==> config.mk <==
export PLATFORM = sky130hd
export DESIGN_NAME = bus_uart_tx
export DESIGN_NICKNAME = d
export VERILOG_FILES = /design/src/rtl/bus_uart_pkg.sv /design/src/rtl/uart_tx_fifo.sv /design/src/rtl/bus_uart_tx.sv
export SDC_FILE = /design/constraint.sdc
export NUM_CORES = 1
export LEC_CHECK = 0
export BUFFER_PORTS_ARGS = -buffer_cell sky130_fd_sc_hd__buf_4
export CAP_MARGIN = 20
export CORE_ASPECT_RATIO = 1.75
export CORE_MARGIN = 5
export CORE_UTILIZATION = 35
export CTS_CLUSTER_SIZE = 24
export DETAILED_ROUTE_END_ITERATION = 7
export PLACE_DENSITY = 0.53
export SYNTH_ARGS = -nofsm -noshare
export SYNTH_HDL_FRONTEND = slang
export SYNTH_SLANG_ARGS = --single-unit
==> constraint.sdc <==
create_clock -name Clk -period 4 [get_ports Clk]
set_input_delay 0 -clock Clk [delete_from_list [all_inputs] [get_ports Clk]]
set_output_delay 0 -clock Clk [all_outputs]
set_load 0.01 [all_outputs]
==> src/rtl/bus_uart_pkg.sv <==
// Shared definitions for the bus-mapped UART transmitter: register offsets,
// STATUS bit positions and the transmit FSM state type.
package bus_uart_pkg;

    // Register offsets inside the 4-byte window (AdrIn[1:0])
    localparam logic [1:0] REG_DATA   = 2'd0;
    localparam logic [1:0] REG_STATUS = 2'd1;
    localparam logic [1:0] REG_DIV_LO = 2'd2;
    localparam logic [1:0] REG_DIV_HI = 2'd3;

    // STATUS register bit positions
    localparam int ST_FIFO_EMPTY = 0;
    localparam int ST_FIFO_FULL  = 1;
    localparam int ST_BUSY       = 2;
    localparam int ST_OVERFLOW   = 3;
    localparam int ST_PARITY_ON  = 4;

    // Transmit FSM states; PARITY is only entered when parity support is built in
    typedef enum logic [2:0] {
        IDLE   = 3'd0,
        START  = 3'd1,
        DATA   = 3'd2,
        PARITY = 3'd3,
        STOP   = 3'd4
    } tx_state_t;

endpackage

==> src/rtl/uart_tx_fifo.sv <==
// Synchronous byte FIFO feeding the UART shifter. The read port is
// first-word fall-through: rd_data_o shows the head entry whenever not empty.
// A push while full or a pop while empty is ignored.
module uart_tx_fifo #(
    parameter int DEPTH = 8
) (
    input  logic       Clk,
    input  logic       ResetN,
    input  logic       push_i,
    input  logic [7:0] wr_data_i,
    input  logic       pop_i,
    output logic [7:0] rd_data_o,
    output logic       full_o,
    output logic       empty_o
);

    localparam int AW = $clog2(DEPTH);
    localparam logic [AW:0] FULL_COUNT = (AW + 1)'(DEPTH);

    logic [7:0]    mem_q [DEPTH];
    logic [AW-1:0] wr_ptr_q, wr_ptr_d;
    logic [AW-1:0] rd_ptr_q, rd_ptr_d;
    logic [AW:0]   count_q, count_d;
    logic          do_push, do_pop;

    assign full_o    = (count_q == FULL_COUNT);
    assign empty_o   = (count_q == '0);
    assign do_push   = push_i & ~full_o;
    assign do_pop    = pop_i & ~empty_o;
    assign rd_data_o = mem_q[rd_ptr_q];

    // Storage array; contents need no reset because count gates every read
    always_ff @(posedge Clk) begin
        if (do_push) begin
            mem_q[wr_ptr_q] <= wr_data_i;
        end
    end

    // Pointer and occupancy update; pointers wrap naturally (DEPTH is a power of two)
    always_comb begin
        wr_ptr_d = wr_ptr_q;
        rd_ptr_d = rd_ptr_q;
        count_d  = count_q;
        if (do_push) begin
            wr_ptr_d = wr_ptr_q + 1'b1;
        end
        if (do_pop) begin
            rd_ptr_d = rd_ptr_q + 1'b1;
        end
        case ({do_push, do_pop})
            2'b10:   count_d = count_q + 1'b1;
            2'b01:   count_d = count_q - 1'b1;
            default: count_d = count_q;
        endcase
    end

    // Pointer and count registers
    always_ff @(posedge Clk or negedge ResetN) begin
        if (!ResetN) begin
            wr_ptr_q <= '0;
            rd_ptr_q <= '0;
            count_q  <= '0;
        end else begin
            wr_ptr_q <= wr_ptr_d;
            rd_ptr_q <= rd_ptr_d;
            count_q  <= count_d;
        end
    end

endmodule

==> src/rtl/bus_uart_tx.sv <==
// Memory-mapped 8N1 UART transmitter on the CPU LdMem/WrtMem bus.
// Register window at BASE_ADR: DATA, STATUS, DIV_LO, DIV_HI. Read data is
// registered (1-cycle latency) and is zero on any cycle without a selected load.
// Optional even-parity support is built when BUS_UART_TX_PARITY_EN is defined.
//
// Bus handshake: LdMem/WrtMem are single-cycle strobes with no stall; a
// selected store always completes in its cycle, a selected load always
// returns data on DataOut at the next edge. There is no ready/backpressure.
module bus_uart_tx
    import bus_uart_pkg::*;
#(
    parameter logic [15:0] BASE_ADR    = 16'hFF00,
    parameter int          FIFO_DEPTH  = 8,
    parameter logic [15:0] DEFAULT_DIV = 16'd1475
) (
    input  logic        Clk,
    input  logic        ResetN,
    input  logic [15:0] AdrIn,
    input  logic [7:0]  DataIn,
    input  logic        LdMem,
    input  logic        WrtMem,
    output logic [7:0]  DataOut,
    output logic        TxD,
    output logic        TxIrq,
    output tx_state_t   dbg_state_o
);

    // Bus decode
    logic       sel;
    logic [1:0] off;
    logic       wr_data_reg;

    // Register file
    logic [15:0] div_q, div_d;
    logic        ovf_q, ovf_d;
    logic [7:0]  data_out_q, data_out_d;
    logic [7:0]  status_val;
    logic [7:0]  rd_val;
`ifdef BUS_UART_TX_PARITY_EN
    logic        parity_on_q, parity_on_d;
    logic        par_q, par_d;
`endif

    // FIFO interface
    logic       fifo_push, fifo_pop;
    logic       fifo_full, fifo_empty;
    logic [7:0] fifo_rd_data;

    // Transmitter
    tx_state_t   state_q, state_d;
    logic [15:0] cnt_q, cnt_d;
    logic [7:0]  shift_q, shift_d;
    logic [2:0]  bit_idx_q, bit_idx_d;
    logic        tick;
    logic        txd;

    assign sel         = (AdrIn[15:2] == BASE_ADR[15:2]);
    assign off         = AdrIn[1:0];
    assign wr_data_reg = WrtMem & sel & (off == REG_DATA);
    // Full is sampled at the start of the cycle: a same-cycle pop does not make room
    assign fifo_push   = wr_data_reg & ~fifo_full;
    assign tick        = (cnt_q == '0);

    assign DataOut     = data_out_q;
    assign TxD         = txd;
    assign TxIrq       = fifo_empty & (state_q == IDLE);
    assign dbg_state_o = state_q;

    uart_tx_fifo #(
        .DEPTH (FIFO_DEPTH)
    ) u_fifo (
        .Clk       (Clk),
        .ResetN    (ResetN),
        .push_i    (fifo_push),
        .wr_data_i (DataIn),
        .pop_i     (fifo_pop),
        .rd_data_o (fifo_rd_data),
        .full_o    (fifo_full),
        .empty_o   (fifo_empty)
    );

    // STATUS and read-mux assembly from current (pre-write) register values
    always_comb begin
        status_val                = '0;
        status_val[ST_FIFO_EMPTY] = fifo_empty;
        status_val[ST_FIFO_FULL]  = fifo_full;
        status_val[ST_BUSY]       = (state_q != IDLE);
        status_val[ST_OVERFLOW]   = ovf_q;
`ifdef BUS_UART_TX_PARITY_EN
        status_val[ST_PARITY_ON]  = parity_on_q;
`endif
        case (off)
            REG_STATUS: rd_val = status_val;
            REG_DIV_LO: rd_val = div_q[7:0];
            REG_DIV_HI: rd_val = div_q[15:8];
            default:    rd_val = 8'h00;
        endcase
    end

    // Register-file writes, overflow tracking and registered read data
    always_comb begin
        div_d      = div_q;
        ovf_d      = ovf_q;
`ifdef BUS_UART_TX_PARITY_EN
        parity_on_d = parity_on_q;
`endif
        data_out_d = (LdMem & sel) ? rd_val : 8'h00;
        if (WrtMem && sel) begin
            case (off)
                REG_STATUS: begin
                    if (DataIn[ST_OVERFLOW]) begin
                        ovf_d = 1'b0;
                    end
`ifdef BUS_UART_TX_PARITY_EN
                    parity_on_d = DataIn[ST_PARITY_ON];
`endif
                end
                REG_DIV_LO: div_d[7:0]  = DataIn;
                REG_DIV_HI: div_d[15:8] = DataIn;
                default: ;
            endcase
        end
        if (wr_data_reg && fifo_full) begin
            ovf_d = 1'b1;
        end
    end

    // Register-file state
    always_ff @(posedge Clk or negedge ResetN) begin
        if (!ResetN) begin
            div_q      <= DEFAULT_DIV;
            ovf_q      <= 1'b0;
            data_out_q <= 8'h00;
`ifdef BUS_UART_TX_PARITY_EN
            parity_on_q <= 1'b0;
`endif
        end else begin
            div_q      <= div_d;
            ovf_q      <= ovf_d;
            data_out_q <= data_out_d;
`ifdef BUS_UART_TX_PARITY_EN
            parity_on_q <= parity_on_d;
`endif
        end
    end

    // FSM state register
    always_ff @(posedge Clk or negedge ResetN) begin
        if (!ResetN) begin
            state_q <= IDLE;
        end else begin
            state_q <= state_d;
        end
    end

    // FSM next-state: every non-idle state lasts exactly one bit time per step
    always_comb begin
        state_d = state_q;
        case (state_q)
            IDLE:  if (!fifo_empty) state_d = START;
            START: if (tick) state_d = DATA;
            DATA: begin
                if (tick && (bit_idx_q == 3'd7)) begin
`ifdef BUS_UART_TX_PARITY_EN
                    state_d = parity_on_q ? PARITY : STOP;
`else
                    state_d = STOP;
`endif
                end
            end
`ifdef BUS_UART_TX_PARITY_EN
            PARITY: if (tick) state_d = STOP;
`endif
            STOP:  if (tick) state_d = fifo_empty ? IDLE : START;
            default: state_d = IDLE;
        endcase
    end

    // FSM outputs: line level and FIFO pop (idle fetch or back-to-back at end of stop)
    always_comb begin
        txd      = 1'b1;
        fifo_pop = 1'b0;
        case (state_q)
            IDLE:  fifo_pop = ~fifo_empty;
            START: txd = 1'b0;
            DATA:  txd = shift_q[0];
`ifdef BUS_UART_TX_PARITY_EN
            PARITY: txd = par_q;
`endif
            STOP:  fifo_pop = tick & ~fifo_empty;
            default: txd = 1'b1;
        endcase
    end

    // Shifter and baud counter next values; DIV is only sampled on a reload
    always_comb begin
        cnt_d     = cnt_q;
        shift_d   = shift_q;
        bit_idx_d = bit_idx_q;
`ifdef BUS_UART_TX_PARITY_EN
        par_d     = par_q;
`endif
        if (fifo_pop) begin
            cnt_d     = div_q;
            shift_d   = fifo_rd_data;
            bit_idx_d = 3'd0;
`ifdef BUS_UART_TX_PARITY_EN
            par_d     = ^fifo_rd_data;
`endif
        end else if (state_q != IDLE) begin
            if (tick) begin
                cnt_d = (state_d == IDLE) ? 16'd0 : div_q;
                if (state_q == DATA) begin
                    shift_d   = {1'b0, shift_q[7:1]};
                    bit_idx_d = bit_idx_q + 3'd1;
                end
            end else begin
                cnt_d = cnt_q - 16'd1;
            end
        end
    end

    // Shifter and baud counter registers
    always_ff @(posedge Clk or negedge ResetN) begin
        if (!ResetN) begin
            cnt_q     <= '0;
            shift_q   <= '0;
            bit_idx_q <= '0;
`ifdef BUS_UART_TX_PARITY_EN
            par_q     <= 1'b0;
`endif
        end else begin
            cnt_q     <= cnt_d;
            shift_q   <= shift_d;
            bit_idx_q <= bit_idx_d;
`ifdef BUS_UART_TX_PARITY_EN
            par_q     <= par_d;
`endif
        end
    end

endmodule
Word-level counts from Yosys, hierarchy flattened
Memories as Yosys holds them, arrays and structs flattened.
Index checks and enable logic that the tools add are counted.
{"block": "totals", "regBits": 65, "mem_bits_rw": 64, "output_inout_bits": 13, "mem_count": 1}
{"block": "classes", "add_sub_neg": 6, "n_eq_ne": 11, "n_mux": 29, "n_bitwise": 10, "reduce_logical": 20}
{"name": "u_fifo.mem_q", "depth": 8, "word_bits": 8, "rd": 1, "rd_clocked_by_memory_dff": 0, "write_ports": 1, "line_no": "uart_tx_fifo.sv:20", "rtl": "logic [7:0] mem_q [DEPTH];"}
{"operator": "$mux 16", "count": 4}
{"operator": "$mux 8", "count": 5}
{"operator": "$mux 3", "count": 8}
{"operator": "$pmux 8 s3", "count": 1}
{"operator": "$logic_not 16->1", "count": 1}
{"operator": "$sub 16x1->16 const B", "count": 1}
{"operator": "$eq 14x14->1 const B", "count": 1}
{"operator": "$reduce_bool 2->1", "count": 7}
{"operator": "$pmux 3 s4", "count": 1}
{"operator": "$add 3x1->3 const B", "count": 3}
{"operator": "$and 1x1->1", "count": 8}
{"operator": "$pmux 4 s2", "count": 1}
{"operator": "$mux 1", "count": 7}
{"operator": "$eq 2x2->1 const B", "count": 3}
{"operator": "$eq 3x3->1 const B", "count": 2}
{"operator": "$logic_not 3->1", "count": 2}
{"operator": "$reduce_and 3->1", "count": 2}
{"operator": "$add 4x1->4 const B", "count": 1}
{"operator": "$eq 2x1->1 const B", "count": 2}
{"operator": "$eq 4x4->1 const B", "count": 1}
{"operator": "$logic_not 4->1", "count": 1}
{"operator": "$pmux 1 s2", "count": 2}
{"operator": "$reduce_and 2->1", "count": 2}
{"operator": "$sub 4x1->4 const B", "count": 1}
{"operator": "other kinds (6)", "count": 9}

Logic depth before layout (Yosys ltp)
Gate-level depths: netlist of the first run.
{"block": "logic_depth", "depth_word": 9, "mapped_depth": 14}

Modules after synthesis
From an unflattened synthesis of the first run, not the netlist that was laid out.
{"block": "unflattened", "cells_unflattened": 419, "area_unflattened_um2": 5911.9}
{"module": "uart_tx_fifo", "instances": 1, "cells_each": 160, "area_per_inst_um2": 3124.2}
{"module": "bus_uart_tx", "instances": 1, "cells_each": 259, "area_per_inst_um2": 2787.7}

Worst setup path after synthesis of the first run
No wires, ideal clock.
{"block": "synth_timing", "path_kind": "register to register", "start": "reg cnt_q[0]", "end": "reg u_fifo.count_q[2]", "setup_time_ns": 0.126, "arrival_time_ns": 3.159, "required_time_ns": 3.874, "path_slack_ns": 0.715, "stages_incl_launch_ff": 15, "path_cell_list": "dfrtp_1 > inv_1 > ha_1 > or4b_1 > nor4_2 > a21oi_2 > inv_2 > buf_2 > ha_1 > xor2_1 > ha_1 > a21oi_1 > xor2_1 > nor2_1 > xor2_1"}
{"block": "synth_via", "elab_chain_cells": 6, "word_cells_on_any_way": 8, "cone_classes": "2 x eq/ne; 2 x mux; 2 x bitwise; 2 x reduce/logical"}
{"item": "start: declaration", "line_no": "bus_uart_tx.sv:51", "rtl": "logic [15:0] cnt_q, cnt_d;"}
{"item": "start signal: assignment", "line_no": "bus_uart_tx.sv:233", "rtl": "cnt_q <= cnt_d;"}
{"item": "$logic_not 16->1 *", "line_no": "bus_uart_tx.sv:62", "rtl": "assign tick = (cnt_q == '0);"}
{"item": "$and 1x1->1 *", "line_no": "bus_uart_tx.sv:190", "rtl": "STOP: fifo_pop = tick & ~fifo_empty;"}
{"item": "$pmux 1 s2 *", "line_no": "bus_uart_tx.sv:183", "rtl": "case (state_q)"}
{"item": "$and 1x1->1 *", "line_no": "uart_tx_fifo.sv:29", "rtl": "assign do_pop = pop_i & ~empty_o;"}
{"item": "via u_fifo.do_pop", "line_no": "uart_tx_fifo.sv:24", "rtl": "logic do_push, do_pop;"}
{"item": "$eq 2x1->1 / $eq 2x2->1 (equally long branches)", "line_no": "uart_tx_fifo.sv:50", "rtl": "case ({do_push, do_pop})"}
{"item": "$pmux 4 s2 / $reduce_bool 2->1 (equally long branches)"}
{"item": "end signal: assignment", "line_no": "uart_tx_fifo.sv:66", "rtl": "count_q <= count_d;"}
{"item": "end: declaration", "line_no": "uart_tx_fifo.sv:23", "rtl": "logic [AW:0] count_q, count_d;"}
The timed path passes the listed nets; every way through them passes the cells marked *.
A chain may end at the register's enable or synchronous reset.

Final worst setup path of the first run
{"block": "layout_timing", "start": "reg cnt_q[0]", "end": "reg u_fifo.count_q[2]"}
{"block": "layout_via", "elab_chain_cells": 6, "word_cells_on_any_way": 8, "cone_classes": "2 x eq/ne; 2 x mux; 2 x bitwise; 2 x reduce/logical"}
{"item": "$logic_not 16->1 *", "line_no": "bus_uart_tx.sv:62"}
{"item": "$and 1x1->1 *", "line_no": "bus_uart_tx.sv:190"}
{"item": "$pmux 1 s2 *", "line_no": "bus_uart_tx.sv:183"}
{"item": "$and 1x1->1 *", "line_no": "uart_tx_fifo.sv:29"}
{"item": "$eq 2x1->1 / $eq 2x2->1 (equally long branches)", "line_no": "uart_tx_fifo.sv:50"}
{"item": "$pmux 4 s2 / $reduce_bool 2->1 (equally long branches)"}
Every way passes the cells marked *; elsewhere a longest branch is shown, timed or not.

==> results of run 1 <==
==> layout by cell type (no fill, tap or decap), types with 8 or more instances in the layout <==
cell type,netlist,final
dfrtp_1,59,59
nor3_1,9,9
a221o_1,11,11
dlygate4sd3_1,0,11
inv_1,9,9
mux2_2,32,32
clkbuf_16,0,17
nand2_1,20,20
ha_1,8,8
a21oi_1,8,8
edfxtp_1,64,64
nor2_1,26,26
o21ai_0,14,14
mux4_2,16,16
nor4_1,8,8
nand2b_1,9,9
buf_4,1,45
mux2i_1,16,16
==> registers in the layout, indices dropped and copies added (netlist names) <==
| register | count |
|---|---|
| DataOut | 8 |
| bit_idx_q | 3 |
| cnt_q | 16 |
| dbg_state_o | 3 |
| div_q | 16 |
| ovf_q | 1 |
| shift_q | 8 |
| u_fifo.count_q | 4 |
| u_fifo.mem_q | 64 |
| u_fifo.rd_ptr_q | 3 |
| u_fifo.wr_ptr_q | 3 |
==> power by group through the flow <==
stage	sequential, mW	combinational (mW)	clock [mW]
finish	1.77	0.846	1.51
global route	1.81	0.939	1.61
detailed placement	1.80	0.852	0
floorplan	1.66	0.707	0
CTS	1.78	0.867	1.55
global placement	1.79	0.832	0
==> through the flow <==
step	area (sq um)	worst slack, ps	utilization	power [mW]
after floorplan	5813	715.0	-	2.372
after global placement	6357	814.8	0.3884	2.624
after detailed placement	6357	718.5	0.3884	2.653
after CTS	7057	696.1	0.4311	4.187
after global routing	7057	430.3	0.4311	4.350
final	7057	666.1	0.4311	4.131
==> cell type report <==
class | instances | area [sq um]
repair buffers | 56 | 447.9
well taps | 224 | 280.3
clock buffers | 17 | 425.4
flip-flops and latches | 129 | 3556
fillers | 1488 | 9311
multi-input cells | 254 | 2142
inverters | 11 | 41.29
clock inverters | 15 | 163.9
==> how the worst max path moves through the flow <==
stage / slack [ps] / start / endpoint
after floorplan: 710 / cnt_q[0] / u_fifo.count_q[2]
after global placement: 810 / cnt_q[0] / u_fifo.count_q[2]
after detailed placement: 720 / cnt_q[0] / u_fifo.count_q[2]
after CTS: 700 / cnt_q[0] / u_fifo.count_q[2]
after global routing: 430 / cnt_q[0] / u_fifo.count_q[2]
final: 670 / cnt_q[0] / u_fifo.count_q[2]
==> worst max-delay path, stage by stage (launching register included) <==
cell     delay (ps)
dfrtp_1         400
inv_1           100
ha_1            190
or4b_1          550
nor4_2          350
a21oi_2         190
inv_2           280
ha_1            340
xor2_1          100
ha_1            190
a21oi_1         140
xor2_1          160
nor2_1           60
xor2_1          140
==> metal layers <==
layer  track usage  vias up  wire length (um)
met2        0.2751      118              7742
li1              -     1712                 -
met5             0        -                 0
met4       0.09707        0               896
met1        0.1593     1846              4926
met3       0.02904       34               502
==> logic make-up after synthesis <==
kind of cell | after synthesis
fa+ha+maj | 8
buf+inv | 27
compound gates | 62
xor+xnor | 9
flops | 129
mux | 66
simple gates | 109
==> impl_metrics.yaml, run 1 <==
die:
  die_h_um: 180.5
  io-pin-count: 41
  core_sq_um: 16370
  die_w_um: 107.4
  dieArea_sq_um: 19390
  start_util: 0.3551
  rows: 62
hold_path:
  holdPathStages: 4
  whs_endpoint: "ovf_q"
  hold_start: "AdrIn[1]"
  hold_class: "primary input to register"
power:
  combPwrFrac: 0.205
  p_per_area_nw_per_um2: 585.4
  p_switching_mw: 1.277
  internal-power_mw: 2.855
  p_leak_nw: 2.780
  swShare: 0.3090
  power.share.sequential: 0.429
  clock_power_share: 0.366
  ir_drop_v: 0.0003836
setup_path:
  criticalPathCategory: "register to register"
  reg2regPathDepth: 13
  critPathLaunchType: "register"
  crit_required_ps: 4300
  rrSetupSlack_ps: 670
  r2r-start: "cnt_q[0]"
  end_kind: "register"
  reg2reg_to: "u_fifo.count_q[2]"
  arrival_ps: 3630
  crit_fanout: 14
placement:
  gp_congestion: 0.9086
  numPortBuffers: 40
  dp_cells: 663
  hpwlAfterDp_um: 10100
clock_network:
  cts_hold_buf: 11
  cts_buffer_depth: 2
  cts_sinks: 129
  cts_made_buffers: 17
  cts-htree-levels: 4
  cts_resized: 0
  cts_tree: "built"
  clock_latency_ps: 420
  root_buffer: "clkbuf_16"
  path_clk_slew_ps: 70
  post-cts-setup-buffer-count: 0
yosys:
  yosysMostFrequentCell: "edfxtp_1"
  synth_area_leaders: "edfxtp_1, dfrtp_1, mux2_2"
  synth_cells: 410
  synth_top_cell_by_area: "edfxtp_1"
  synth-main-ff-cell: "edfxtp_1"
  synthSimpleGateAreaFrac: 0.1044
  async_reset_ff_frac: 0.5039
  synth-xor-area-share: 0.01356
  synth_common_cells: "edfxtp_1, dfrtp_1, mux2_2"
  synth_edf_count: 64
  synth_seq_area_share: 0.6117
  synth_nets: 446
  synthMuxAreaShare: 0.1567
  synthAdderAreaFrac: 0.01722
  synth_top_family_by_area: "multiplexers"
  synth_compound_area_frac: 0.07663
  synth_cell_types: 58
  synth_top_area_share: 0.3306
  synth_seq_cells: 129
  syn_area_sq_um: 5813
  synth.avg_cell_area_sq_um: 14.18
  yosysWarnings: 0
global_routing:
  grt.overflow.total: 0
  grt_pass1_wl_um: 22360
  grt_use_total: 0.1530
  grt_max_degree: 66
  antenna_found_initial: 0
  grt_pass1_vias: 4020
layout:
  layout-drive-gt1-share: 0.3029
  areaGrowthSynthToFinish_pct: 21.39
  final_nets: 505
  instances_no_fill: 706
  diodes: 0
timing:
  fin_tns_setup_ps: 0
  setup_viol: 0
  tightestPinTransition_ps: 961.7
  fmax_mhz: 300.0
  hold_viol_final: 0
  rsz0062_at_grt: "no"
  holdWs_ps: 21.88
  slew_violations: 0
  finalClockSkew_ps: 9.082
  slew_headroom: 0.3565
  final.min_clock_period_ps: 3334
  fin_crit_sh: 0.8335
detailed_routing:
  routed_wirelength_um: 14070
  num_vias: 3710
  drc: 0
  antenna_left: 0
  drt_iter0_drc: 246
  vias_per_cell: 5.255
  routedWlPerCell_um: 19.93
  drtPass1Iterations: 4
run:
  cap_violations: 0
outcome:
  run_status: "complete, no violations"
(Power assumes the default switching activity.)
==> run 2: changes to the inputs <==
==> constraint.sdc (replaced) <==
create_clock -name Clk -period 3.5 [get_ports Clk]
set_input_delay 0 -clock Clk [delete_from_list [all_inputs] [get_ports Clk]]
set_output_delay 0 -clock Clk [all_outputs]
set_load 0.01 [all_outputs]
==> impl_metrics.yaml, run 2 (synthesis gave the netlist of run 1 again) <==
power:
  p_leak_nw: 2.842
  ir_drop_v: 0.0003782
  p_per_area_nw_per_um2: 667.1
  power.total_mw: 4.763
detailed_routing:
  drc: 0
  routed-wl-met3_um: 449
  drt_iter0_drc: 158
  drtPass1Iterations: 4
  num_vias: 3701
  m1WireLength_um: 5123
  routed_wirelength_um: 13960
  routedWlPerCell_um: 19.45
  antenna_left: 0
  wl_met2_um: 7878
  vias_per_cell: 5.155
  maxUsedRoutingLayer: "met4"
outcome:
  run_status: "complete, no violations"
placement:
  hpwlAfterDp_um: 9874
  placed_area_sq_um: 6447
  gp_congestion: 0.8770
  dp_cells: 675
  numPortBuffers: 40
die:
  start_util: 0.3551
  rows: 62
  core_sq_um: 16370
  die_h_um: 180.5
  dieArea_sq_um: 19390
  io-pin-count: 41
  die_w_um: 107.4
timing:
  hold_viol_final: 0
  rsz0062_at_grt: "no"
  fin_crit_sh: 0.8422
  tightestPinTransition_ps: 832.7
  final.min_clock_period_ps: 2948
  slew_violations: 0
  slew_headroom: 0.4449
  fmax_mhz: 339.3
  setup_viol: 0
  finalClockSkew_ps: 8.076
  fin_tns_setup_ps: 0
layout:
  fin_util: 0.4362
  diodes: 0
  layout-drive-gt1-share: 0.3198
  final_area_sq_um: 7141
  final_common_cell: "edfxtp_1"
  instances_no_fill: 718
  fillers: 1496
  top_regs: "u_fifo.mem_q: 64 flops, cnt_q: 16 flops, div_q: 16 flops"
  areaGrowthSynthToFinish_pct: 22.84
  final_nets: 517
  largest_reg_flops: 64
  final_cell_mix: "edfxtp_1, dfrtp_1, buf_4"
  top_register: "u_fifo.mem_q"
global_routing:
  grt.overflow.total: 0
  antenna_found_initial: 0
  grt_pass1_wl_um: 22260
  grt_use_total: 0.1546
  grt_max_degree: 66
  grt_pass1_vias: 3887
hold_path:
  hold_class: "primary input to register"
  whs_endpoint: "DataOut[4]"
  hold_start: "AdrIn[1]"
  holdPathStages: 3
clock_network:
  cts_sinks: 129
  cts_made_buffers: 17
  clock_latency_ps: 420
  root_buffer: "clkbuf_16"
  cts-htree-levels: 4
  cts_buffer_depth: 2
  path_clk_slew_ps: 60
  cts_tree: "built"
setup_path:
  reg2reg_to: "u_fifo.count_q[2]"
  arrival_ps: 3240
  critPathLaunchType: "register"
  rrSetupSlack_ps: 550
  r2r-start: "cnt_q[0]"
  criticalPathCategory: "register to register"
  end_kind: "register"
  crit_required_ps: 3800
  crit_fanout: 5
  reg2regPathDepth: 13
run:
  cap_violations: 0
run 2: cell types whose count changed in the layout (fill, tap and decap cells not counted), moves of 2 or more:
cell / delta
buf_4: +12
clkinv_2: +4
bufinv_16: +2
clkinv_8: -3
inv_8: -4
run 2: layer usage:
metal / track usage / vias to the layer above
met1: 0.1678 / 1844
met5: 0 / -
met4: 0.07583 / 0
li1: - / 1730
met3: 0.02689 / 34
met2: 0.2837 / 93
run 2: area by class of cell:
type                    count  area, sq um  area share
multi-input cells         254         2142      0.3000
well taps                 224        280.3     0.03925
inverters                  11        41.29    0.005782
clock buffers              17        425.4     0.05958
repair buffers             68        538.0     0.07535
flip-flops and latches    129         3556      0.4980
clock inverters            15        157.7     0.02208
run 2: worst max-delay path by stage:
stage	slack (ps)	depth (start not counted)	end	start
after floorplan	210	14	u_fifo.count_q[2]	cnt_q[0]
after global placement	650	13	u_fifo.count_q[2]	cnt_q[0]
after detailed placement	600	13	u_fifo.count_q[2]	cnt_q[0]
after CTS	580	13	u_fifo.count_q[2]	cnt_q[0]
after global routing	360	13	u_fifo.count_q[2]	cnt_q[0]
final	550	13	u_fifo.count_q[2]	cnt_q[0]
run 2: repair_timing:
action	4_1_cts	5_1_grt
buffers inserted	0	0
hold buffers	11	0
endpoints found under the hold margin	148	0
resized for setup	0	0
run 2: critical path: stages (launching register included):
cell     delay (ps)
dfrtp_1         400
inv_1           110
ha_1            200
or4b_1          540
nor4_2          330
a21oi_2         120
inv_2            70
ha_1            260
xor2_1          100
ha_1            190
a21oi_1         150
xor2_1          170
nor2_1           70
xor2_1          140
run 2: metrics by stage:
step | hold slack [ps] | setup WS (ps)
after floorplan | -295.6 | 215.0
after global placement | 154.4 | 649.9
after detailed placement | 163.4 | 599.8
after CTS | 0.4357 | 581.7
after global routing | 23.72 | 355.6
final | 7.356 | 552.3
run 2: power by group:
part / total, mW / switching [mW] / internal (mW) / leakage, nW
Combinational: 1.02 / 0.451 / 0.565 / 1.15
Sequential: 2.00 / 0.244 / 1.76 / 1.41
Clock: 1.74 / 0.689 / 1.05 / 0.282
